$ cat config.mk
export PLATFORM = sky130hd
export DESIGN_NAME = pe_cluster_sequencer_flat
export DESIGN_NICKNAME = d
export VERILOG_FILES = /design/src/rtl/pe_cluster_sequencer_if.sv /design/src/rtl/pe_cluster_sequencer.sv /design/src/flat_wrapper.sv
export SDC_FILE = /design/constraint.sdc
export NUM_CORES = 1
export LEC_CHECK = 0
export BUFFER_PORTS_ARGS = -buffer_cell sky130_fd_sc_hd__buf_2
export CORE_ASPECT_RATIO = 1.75
export CORE_MARGIN = 1.5
export CORE_UTILIZATION = 50
export CTS_CLUSTER_DIAMETER = 120
export DETAILED_ROUTE_END_ITERATION = 16
export PLACE_DENSITY_LB_ADDON = 0.15
export SLEW_MARGIN = 10
export SYNTH_ARGS = -nofsm -noshare
export SYNTH_HDL_FRONTEND = slang
export SYNTH_SLANG_ARGS = --single-unit
$ cat constraint.sdc
create_clock -name clk -period 2.6 [get_ports clk]
set_input_delay 0.13 -clock clk [delete_from_list [all_inputs] [get_ports clk]]
set_output_delay 0.13 -clock clk [all_outputs]
set_load 0.005 [all_outputs]
$ cat src/rtl/pe_cluster_sequencer_if.sv
// Purpose : control/status bundle between the PE cluster sequencer and the cluster datapath.
// Latency : n/a (wires only).
// Backpressure: none; done inputs are levels, edge-qualified inside the sequencer.
// master = sequencer side; slave = cluster / host side.
interface pe_cluster_sequencer_if;
    logic       run;
    logic       abort;
    logic       load_done;
    logic       compute_done;
    logic       load_spad_ctrl_wght;
    logic       load_spad_ctrl_iact;
    logic       start_pe;
    logic [7:0] iter_idx;
    logic       iter_valid;
    logic       busy;
    logic       run_done;
    logic       err;

    modport master (
        input  run, abort, load_done, compute_done,
        output load_spad_ctrl_wght, load_spad_ctrl_iact, start_pe,
        output iter_idx, iter_valid, busy, run_done, err
    );

    modport slave (
        output run, abort, load_done, compute_done,
        input  load_spad_ctrl_wght, load_spad_ctrl_iact, start_pe,
        input  iter_idx, iter_valid, busy, run_done, err
    );
endinterface

$ cat src/rtl/pe_cluster_sequencer.sv
// Purpose : sequences weight load, iact load and NUM_ITER compute passes for one PE cluster.
// Latency : run -> load_spad_ctrl_wght 1 cycle; compute_done rise -> iter_valid 1 cycle.
// Backpressure: waits only on rising edges of load_done/compute_done; watchdog forces ERR.
// Ports: clk, reset (async active-low), bus (master modport): run/abort/load_done/compute_done in;
//        load/start strobes, iter_idx, iter_valid, busy, run_done, err out (all registered).
module pe_cluster_sequencer #(
    parameter int NUM_ITER    = 3,
    parameter int CTRL_PULSE  = 2,
    parameter int GAP_CYCLES  = 4,
    parameter int WDOG_CYCLES = 4096
) (
    input  logic                  clk,
    input  logic                  reset,
    pe_cluster_sequencer_if.master bus
);
    typedef enum logic [3:0] {
        S_IDLE, S_LOAD_W, S_WAIT_W, S_GAP_A, S_LOAD_A, S_WAIT_A,
        S_GAP_C, S_START, S_WAIT_C, S_DONE, S_ERR
    } state_t;

    localparam logic [15:0] PULSE_LAST = 16'(CTRL_PULSE - 1);
    localparam logic [15:0] GAP_LAST   = 16'(GAP_CYCLES - 1);
    localparam logic [15:0] WDOG_LAST  = 16'(WDOG_CYCLES - 1);
    localparam logic [7:0]  LAST_IDX   = 8'(NUM_ITER - 1);

    state_t      state, state_nxt;
    logic [15:0] cnt, cnt_nxt;
    logic [7:0]  iter_idx;
    logic        load_done_q, compute_done_q;
    logic        ld_rise, cd_rise;
    logic        iv_nxt, rd_nxt;
    logic        wght_r, iact_r, start_r, busy_r, err_r, iv_r, rd_r;

    assign ld_rise = bus.load_done & ~load_done_q;
    assign cd_rise = bus.compute_done & ~compute_done_q;

    always_ff @(posedge clk or negedge reset) begin
        if (!reset) begin
            state          <= S_IDLE;
            cnt            <= '0;
            load_done_q    <= 1'b0;
            compute_done_q <= 1'b0;
        end else begin
            state          <= state_nxt;
            cnt            <= cnt_nxt;
            load_done_q    <= bus.load_done;
            compute_done_q <= bus.compute_done;
        end
    end

    always_comb begin
        state_nxt = state;
        iv_nxt    = 1'b0;
        rd_nxt    = 1'b0;
        case (state)
            S_IDLE:   if (bus.run) state_nxt = S_LOAD_W;
            S_LOAD_W: if (cnt == PULSE_LAST) state_nxt = S_WAIT_W;
            S_WAIT_W: begin
                if (ld_rise)                state_nxt = (GAP_CYCLES == 0) ? S_LOAD_A : S_GAP_A;
                else if (cnt == WDOG_LAST)  state_nxt = S_ERR;
            end
            S_GAP_A:  if (cnt == GAP_LAST) state_nxt = S_LOAD_A;
            S_LOAD_A: if (cnt == PULSE_LAST) state_nxt = S_WAIT_A;
            S_WAIT_A: begin
                if (ld_rise)                state_nxt = (GAP_CYCLES == 0) ? S_START : S_GAP_C;
                else if (cnt == WDOG_LAST)  state_nxt = S_ERR;
            end
            S_GAP_C:  if (cnt == GAP_LAST) state_nxt = S_START;
            S_START:  if (cnt == PULSE_LAST) state_nxt = S_WAIT_C;
            S_WAIT_C: begin
                // The edge is checked first so it beats a simultaneous watchdog expiry.
                if (cd_rise) begin
                    iv_nxt = 1'b1;
                    if (iter_idx == LAST_IDX) state_nxt = S_DONE;
                    else                      state_nxt = (GAP_CYCLES == 0) ? S_START : S_GAP_C;
                end else if (cnt == WDOG_LAST) begin
                    state_nxt = S_ERR;
                end
            end
            S_DONE: begin
                rd_nxt    = 1'b1;
                state_nxt = S_IDLE;
            end
            S_ERR:    if (bus.run) state_nxt = S_LOAD_W;
            default:  state_nxt = S_IDLE;
        endcase
        if (bus.abort) begin
            state_nxt = S_IDLE;
            iv_nxt    = 1'b0;
            rd_nxt    = 1'b0;
        end
        // One shared counter: pulse width, gap length and watchdog, restarted on every state change.
        if (state_nxt != state || state == S_IDLE || state == S_ERR) cnt_nxt = '0;
        else                                                         cnt_nxt = cnt + 16'd1;
    end

    // Outputs are registered from the next state so they line up with the state they describe.
    always_ff @(posedge clk or negedge reset) begin
        if (!reset) begin
            wght_r   <= 1'b0;
            iact_r   <= 1'b0;
            start_r  <= 1'b0;
            busy_r   <= 1'b0;
            err_r    <= 1'b0;
            iv_r     <= 1'b0;
            rd_r     <= 1'b0;
            iter_idx <= '0;
        end else begin
            wght_r  <= (state_nxt == S_LOAD_W);
            iact_r  <= (state_nxt == S_LOAD_A);
            start_r <= (state_nxt == S_START);
            busy_r  <= !(state_nxt == S_IDLE || state_nxt == S_DONE || state_nxt == S_ERR);
            err_r   <= (state_nxt == S_ERR);
            iv_r    <= iv_nxt;
            rd_r    <= rd_nxt;
            // iter_idx advances one cycle after the edge so iter_valid reports the finished pass.
            if (bus.abort)
                iter_idx <= '0;
            else if ((state == S_IDLE || state == S_ERR) && bus.run)
                iter_idx <= '0;
            else if (iv_r && iter_idx != LAST_IDX)
                iter_idx <= iter_idx + 8'd1;
        end
    end

    assign bus.load_spad_ctrl_wght = wght_r;
    assign bus.load_spad_ctrl_iact = iact_r;
    assign bus.start_pe            = start_r;
    assign bus.iter_idx            = iter_idx;
    assign bus.iter_valid          = iv_r;
    assign bus.busy                = busy_r;
    assign bus.run_done            = rd_r;
    assign bus.err                 = err_r;
endmodule

$ cat src/flat_wrapper.sv
// flat-port wrapper written by rule: the top's interface ports become plain ports
module pe_cluster_sequencer_flat 
#(
    parameter int NUM_ITER    = 3,
    parameter int CTRL_PULSE  = 2,
    parameter int GAP_CYCLES  = 4,
    parameter int WDOG_CYCLES = 4096
)
  (clk, reset, bus_run, bus_abort, bus_load_done, bus_compute_done, bus_load_spad_ctrl_wght, bus_load_spad_ctrl_iact, bus_start_pe, bus_iter_idx, bus_iter_valid, bus_busy, bus_run_done, bus_err);
  pe_cluster_sequencer_if bus_i ();
  input  logic clk;
  input  logic reset;
  input wire logic [$bits(bus_i.run)-1:0] bus_run;
  input wire logic [$bits(bus_i.abort)-1:0] bus_abort;
  input wire logic [$bits(bus_i.load_done)-1:0] bus_load_done;
  input wire logic [$bits(bus_i.compute_done)-1:0] bus_compute_done;
  output wire logic [$bits(bus_i.load_spad_ctrl_wght)-1:0] bus_load_spad_ctrl_wght;
  output wire logic [$bits(bus_i.load_spad_ctrl_iact)-1:0] bus_load_spad_ctrl_iact;
  output wire logic [$bits(bus_i.start_pe)-1:0] bus_start_pe;
  output wire logic [$bits(bus_i.iter_idx)-1:0] bus_iter_idx;
  output wire logic [$bits(bus_i.iter_valid)-1:0] bus_iter_valid;
  output wire logic [$bits(bus_i.busy)-1:0] bus_busy;
  output wire logic [$bits(bus_i.run_done)-1:0] bus_run_done;
  output wire logic [$bits(bus_i.err)-1:0] bus_err;
  assign bus_i.run = bus_run;
  assign bus_i.abort = bus_abort;
  assign bus_i.load_done = bus_load_done;
  assign bus_i.compute_done = bus_compute_done;
  assign bus_load_spad_ctrl_wght = bus_i.load_spad_ctrl_wght;
  assign bus_load_spad_ctrl_iact = bus_i.load_spad_ctrl_iact;
  assign bus_start_pe = bus_i.start_pe;
  assign bus_iter_idx = bus_i.iter_idx;
  assign bus_iter_valid = bus_i.iter_valid;
  assign bus_busy = bus_i.busy;
  assign bus_run_done = bus_i.run_done;
  assign bus_err = bus_i.err;
  pe_cluster_sequencer #(.NUM_ITER(NUM_ITER), .CTRL_PULSE(CTRL_PULSE), .GAP_CYCLES(GAP_CYCLES), .WDOG_CYCLES(WDOG_CYCLES)) u_core (.clk(clk), .reset(reset), .bus(bus_i));
endmodule
Word level (Yosys, flattened, before mapping) --
Index checks and enable logic that the tools add are counted.
Cells by class: bitwise operators 4, add/subtract/negate cells 2, reductions and logical operators 12, eq/ne operators 21, mux-type cells 22
Operators with widths (count):
- 2-to-1 mux 4 bit | 12
- case mux 4 bit (9 select lines) | 1
- equality test 4 x 3 -> 1 bit, second input constant | 6
- 2-to-1 mux 8 bit | 3
- equality test 4 bit, second input constant | 5
- adder 16 x 1 -> 16 bit, second input constant | 1
- equality test 16 x 1 -> 1 bit, second input constant | 1
- equality test 16 x 12 -> 1 bit, second input constant | 1
- equality test 16 x 2 -> 1 bit, second input constant | 1
- 2-to-1 mux 16 bit | 1
- adder 8 x 1 -> 8 bit, second input constant | 1
- equality test 4 x 1 -> 1 bit, second input constant | 2
- equality test 4 x 2 -> 1 bit, second input constant | 2
- equality test 8 x 2 -> 1 bit, second input constant | 1
- logical NOT 4 bit | 2
- != test 8 x 2 -> 1 bit, second input constant | 1
- logical OR 1 bit | 5
- 2-to-1 mux 1 bit | 5
- != test 4 bit | 1
- nonzero test 3 bit | 1
- AND 1 bit | 2
- logical AND 1 bit | 2
- inverter 1 bit | 2
- OR reduction 2 bit | 1
- logical NOT 1 bit | 1
Storage, ports and cells: register bits after elaboration 37, input port bits 6, logic and storage cells 73, output and inout port bits 15

Longest topological paths before layout --
depth after elaboration 9, depth in mapped cells 10, depth with buffers taken out 9

Least setup slack after synthesis --
No wires, ideal clock.
kind register to register, from reg u_core.cnt[13], to reg u_core.cnt[10], setup time 0.071 ns, arrival 2.431 ns, clock period less this slack 2.502 ns, stages on the path, launching flop included 9, required time 2.529 ns, slack 0.098 ns, cells stage by stage dfrtp_1 > or4_4 > nor4_4 > nor2_1 > o41a_1 > mux2i_1 > nand4_2 > buf_6 > nor2_1
On the way: word-level cells in the longest chain between the ends 9
RTL lines:
- start: declaration | RTL line pe_cluster_sequencer.sv:27 | logic [15:0] cnt, cnt_nxt;
- start signal: assignment | RTL line pe_cluster_sequencer.sv:45 | cnt <= cnt_nxt;
- equality test 16 x 12 -> 1 bit | RTL line pe_cluster_sequencer.sv:60, pe_cluster_sequencer.sv:66, pe_cluster_sequencer.sv:76
- 2-to-1 mux 4 bit | RTL line pe_cluster_sequencer.sv:60, pe_cluster_sequencer.sv:66, pe_cluster_sequencer.sv:76
- 2-to-1 mux 4 bit (on tied branches) | RTL line pe_cluster_sequencer.sv:72, pe_cluster_sequencer.sv:59, pe_cluster_sequencer.sv:65
- case mux 4 bit (9 select lines) (*) | RTL line pe_cluster_sequencer.sv:55 | case (state)
- 2-to-1 mux 4 bit (*) | RTL line pe_cluster_sequencer.sv:87 | if (bus.abort) begin
- named net u_core.state_nxt[0] | RTL line pe_cluster_sequencer.sv:26 | state_t state, state_nxt;
- != test 4 bit (*) | RTL line pe_cluster_sequencer.sv:93 | if (state_nxt != state || state == S_IDLE || state == S_ERR) cnt_nxt = '0;
- logical OR 1 bit (*) (2 in series) | RTL line pe_cluster_sequencer.sv:93
- 2-to-1 mux 16 bit (*) | RTL line pe_cluster_sequencer.sv:93
- named net u_core.cnt_nxt[10] | RTL line pe_cluster_sequencer.sv:27
Mark *: on every way through the listed nets, which the timed path passes. The rest lies on a longest branch. A chain may end at the register's enable or synchronous reset.

Final worst setup path --
from reg u_core.cnt[13], to reg u_core.cnt[5]
On the way: word-level cells in the longest chain between the ends 9
RTL lines (RTL line):
- equality test 16 x 12 -> 1 bit | pe_cluster_sequencer.sv:60, pe_cluster_sequencer.sv:66, pe_cluster_sequencer.sv:76
- 2-to-1 mux 4 bit | pe_cluster_sequencer.sv:60, pe_cluster_sequencer.sv:66, pe_cluster_sequencer.sv:76
- 2-to-1 mux 4 bit (on tied branches) | pe_cluster_sequencer.sv:72, pe_cluster_sequencer.sv:59, pe_cluster_sequencer.sv:65
- case mux 4 bit (9 select lines) (*) | pe_cluster_sequencer.sv:55
- 2-to-1 mux 4 bit (*) | pe_cluster_sequencer.sv:87
- != test 4 bit (*) | pe_cluster_sequencer.sv:93
- logical OR 1 bit (*) (2 in series) | pe_cluster_sequencer.sv:93
- 2-to-1 mux 16 bit (*) | pe_cluster_sequencer.sv:93
- named net u_core.cnt_nxt[5] | pe_cluster_sequencer.sv:27
Marks and branches as above.

==> metrics <==
max incr delay on CP=0.57 ns; met3 Track Usage GR=0.0414; Seq cells post-synth=37; pwr/cell area=~510 nW/um^2; Die X=between 50 and 60 um; Place WS=0.0857 ns; Via Count=roughly 1900; Max Slew Vio Count=0; count of final setup violators=0; VDD IR max=599 uV; Core Footprint=~4200 um^2; Worst EP required=around 2.8 ns; total gr overflow=0; Mapped Avg Cell Area=about 9.1 um^2; Synth warnings=0; layout cells sized above 1=0.235; Worst slew margin=0.446; skew final=0.00699 ns; Max Fclk=approximately 400 MHz; IO Port Bufs=20; cts bufs inserted=5; clock sink total=37; max-cap violations=0; vias in the first global route=between 1500 and 2000; worst slew pin tran=0.831 ns; Die Y=~91 um; Final Hold Viols=0; die area=4810 um^2; outcome=finished clean; TritonCTS clock tree=built; diode count=0; H-tree levels=2; initial antenna violation count=0; # fillers=around 370; utilization after layout=0.641; register area share after synthesis=0.422; leakage power=approximately 0.0012 uW; RePlAce Congestion=just under 0.9; final hold slack=0.0898 ns; Root Driver=clkbuf_8; first-pass GRT wire length=roughly 8.6 mm; worst hold path class=in2reg; vias per inst=between 5 and 6; WS Path Type=reg2reg; Syn Inst Count=~240; Worst Setup Slack, final=0.120 ns; CP max-delay cell=or4_4; most frequent cells in the layout=37 x nor2_1, 37 x dfrtp_1, 21 x nand2_1; row cnt=31; met1 usage=0.239; crit-path cells=or4_4, o41ai_2, buf_4, o21ai_0, o211a_1, mux2_2, nand4_2, buf_12, nor2_1; DP Area=about 2500 um^2; Worst Setup Start Kind=register; GRT Util Overall=0.239; Initial DRC Count=50; Syn Std Cell Area=roughly 2200 um^2; post-route minimum period=about 2.5 ns; WP data arrival=between 2 and 3 ns; gr busiest metal=met2; drt first pass iters=4; area grow syn2layout=22.4%; clock slew at reported path FFs=0.08 ns; Post-synth EDFFs=0; Detailed Place HPWL=around 3.7 mm; Syn Nets=around 250; Initial Util=0.524; num ports=21; Critical Path Sink Type=register; Worst Path Buf+Inv=2; Main synth FF type=dfrtp_1; synth unique cells=49; clock tree buffer depth=2; share of the synthesized area in the top cell type=0.422; total power=1380 uW; period utilisation layout=0.954; clock latency on the worst-skew pair=about 0.29 ns; asr flop ratio synth=1.00; Total Wirelength=5.11 mm; largest area contributor in the netlist=dfrtp_1; NumNets Final=a little under 300; post-route ant nets=0; DRC viols=0; worst-path maximum fanout=16; routed length per instance=~15 um; largest net degree at the start of global routing=38; CP top delay family=simple AND/OR/NAND/NOR gates; GR Util met2=0.444; Synth area leaders=dfrtp_1 42%, nor2_1 6.3%, xnor2_1 4.8%, xor2_1 4.4%, nand2_1 3.6%; Finished Cell Area=roughly 2700 um^2
[logic make-up (layout without fill, tap and decap cells)]
kind of cell             after synthesis  after routing  synth area share
multiplexers                           4              4            0.0188
adder cells (fa/ha/maj)                4              4            0.0228
XOR/XNOR                              23             23            0.0918
AND/OR/NAND/NOR                      120            120             0.288
AO/OA/AOI/OAI                         36             36             0.119
buffers and inverters                 17             61            0.0377
flip-flops                            37             37             0.422
[layer usage]
| metal | up-vias | share of wire |
|---|---|---|
| met5 | - | 0 |
| met4 | 0 | 0.028 |
| met3 | 15 | 0.031 |
| met2 | 38 | 0.56 |
| met1 | 944 | 0.38 |
| li1 | 937 | - |
[worst reg2reg max path: stages (launching register included)]
cell and delay, ns:
dfrtp_1 0.40, or4_4 0.57, o41ai_2 0.36, buf_4 0.17, o21ai_0 0.07, o211a_1 0.17
mux2_2 0.25, nand4_2 0.12, buf_12 0.18, nor2_1 0.12
[final timing paths]
path	from	endpoint	slack, ns	cells past startpoint
worst max-delay path	u_core.cnt[13]$_DFF_PN0_	u_core.cnt[5]$_DFF_PN0_	0.12	9
worst min-delay path	bus_abort	u_core.bus.run_done$_DFF_PN0_	0.09	2
worst max register to register	u_core.cnt[13]$_DFF_PN0_	u_core.cnt[5]$_DFF_PN0_	0.12	9
worst min register to register	u_core.compute_done_q$_DFF_PN0_	u_core.bus.iter_valid$_DFF_PN0_	0.59	2
max in group asynchronous	reset	u_core.cnt[14]$_DFF_PN0_	1.60	2
min in group asynchronous	reset	u_core.bus.iter_idx[5]$_DFFE_PN0P_	0.47	2
[area by class of cell]
type | count | area (um^2) | area share
clock inverters | 3 | 65.1 | 0.0242
repair buffers | 43 | 293 | 0.109
clock buffers | 5 | 68.8 | 0.0256
well taps | 49 | 61.3 | 0.0228
inverters | 10 | 37.5 | 0.0140
multi-input cells | 187 | 1230 | 0.459
flip-flops and latches | 37 | 926 | 0.345
[through the flow]
stage                     setup TNS [ns]  cells
after floorplan                        0    241
after global placement                 0    321
after detailed placement               0    321
after CTS                              0    332
after global routing             -0.0568    334
final                                  0    334
[cells in the mapped netlist, types with 3 or more instances]
| cell | count |
|---|---|
| dfrtp_1 | 37 |
| nor2_1 | 37 |
| nand2_1 | 21 |
| nand3_1 | 12 |
| xnor2_1 | 12 |
| xor2_1 | 11 |
| inv_1 | 10 |
| nand4_1 | 9 |
| a21oi_1 | 8 |
| nand2b_1 | 6 |
| nor4_1 | 6 |
| nor2b_1 | 5 |
| o21ai_0 | 5 |
| ha_1 | 4 |
| or2_2 | 4 |
| buf_4 | 3 |
| clkbuf_1 | 3 |
| mux2i_1 | 3 |
| nor3_1 | 3 |
| nor3b_1 | 3 |
| o211a_1 | 3 |
| o211ai_1 | 3 |
[registers in the layout, indices dropped and copies added (netlist names)]
name                            flops
u_core.bus.busy                     1
u_core.bus.err                      1
u_core.bus.iter_idx                 8
u_core.bus.iter_valid               1
u_core.bus.load_spad_ctrl_iact      1
u_core.bus.load_spad_ctrl_wght      1
u_core.bus.run_done                 1
u_core.bus.start_pe                 1
u_core.cnt                         16
u_core.compute_done_q               1
u_core.load_done_q                  1
u_core.state                        4
[report_power, final]
group,switching [uW],total (uW),internal (uW)
clock network,208,589,381
registers,6.64,595,588
logic,109,191,81.3
[what timing repair did]
item | 4_1_cts | 5_1_grt
setup buffers | 0 | 2
hold buffers | 3 | 0
gates resized for setup | 0 | 8
endpoints found under the hold margin | 39 | 0
endpoints found under the setup margin | 0 | 18
Power figures use the tool's default switching activity.
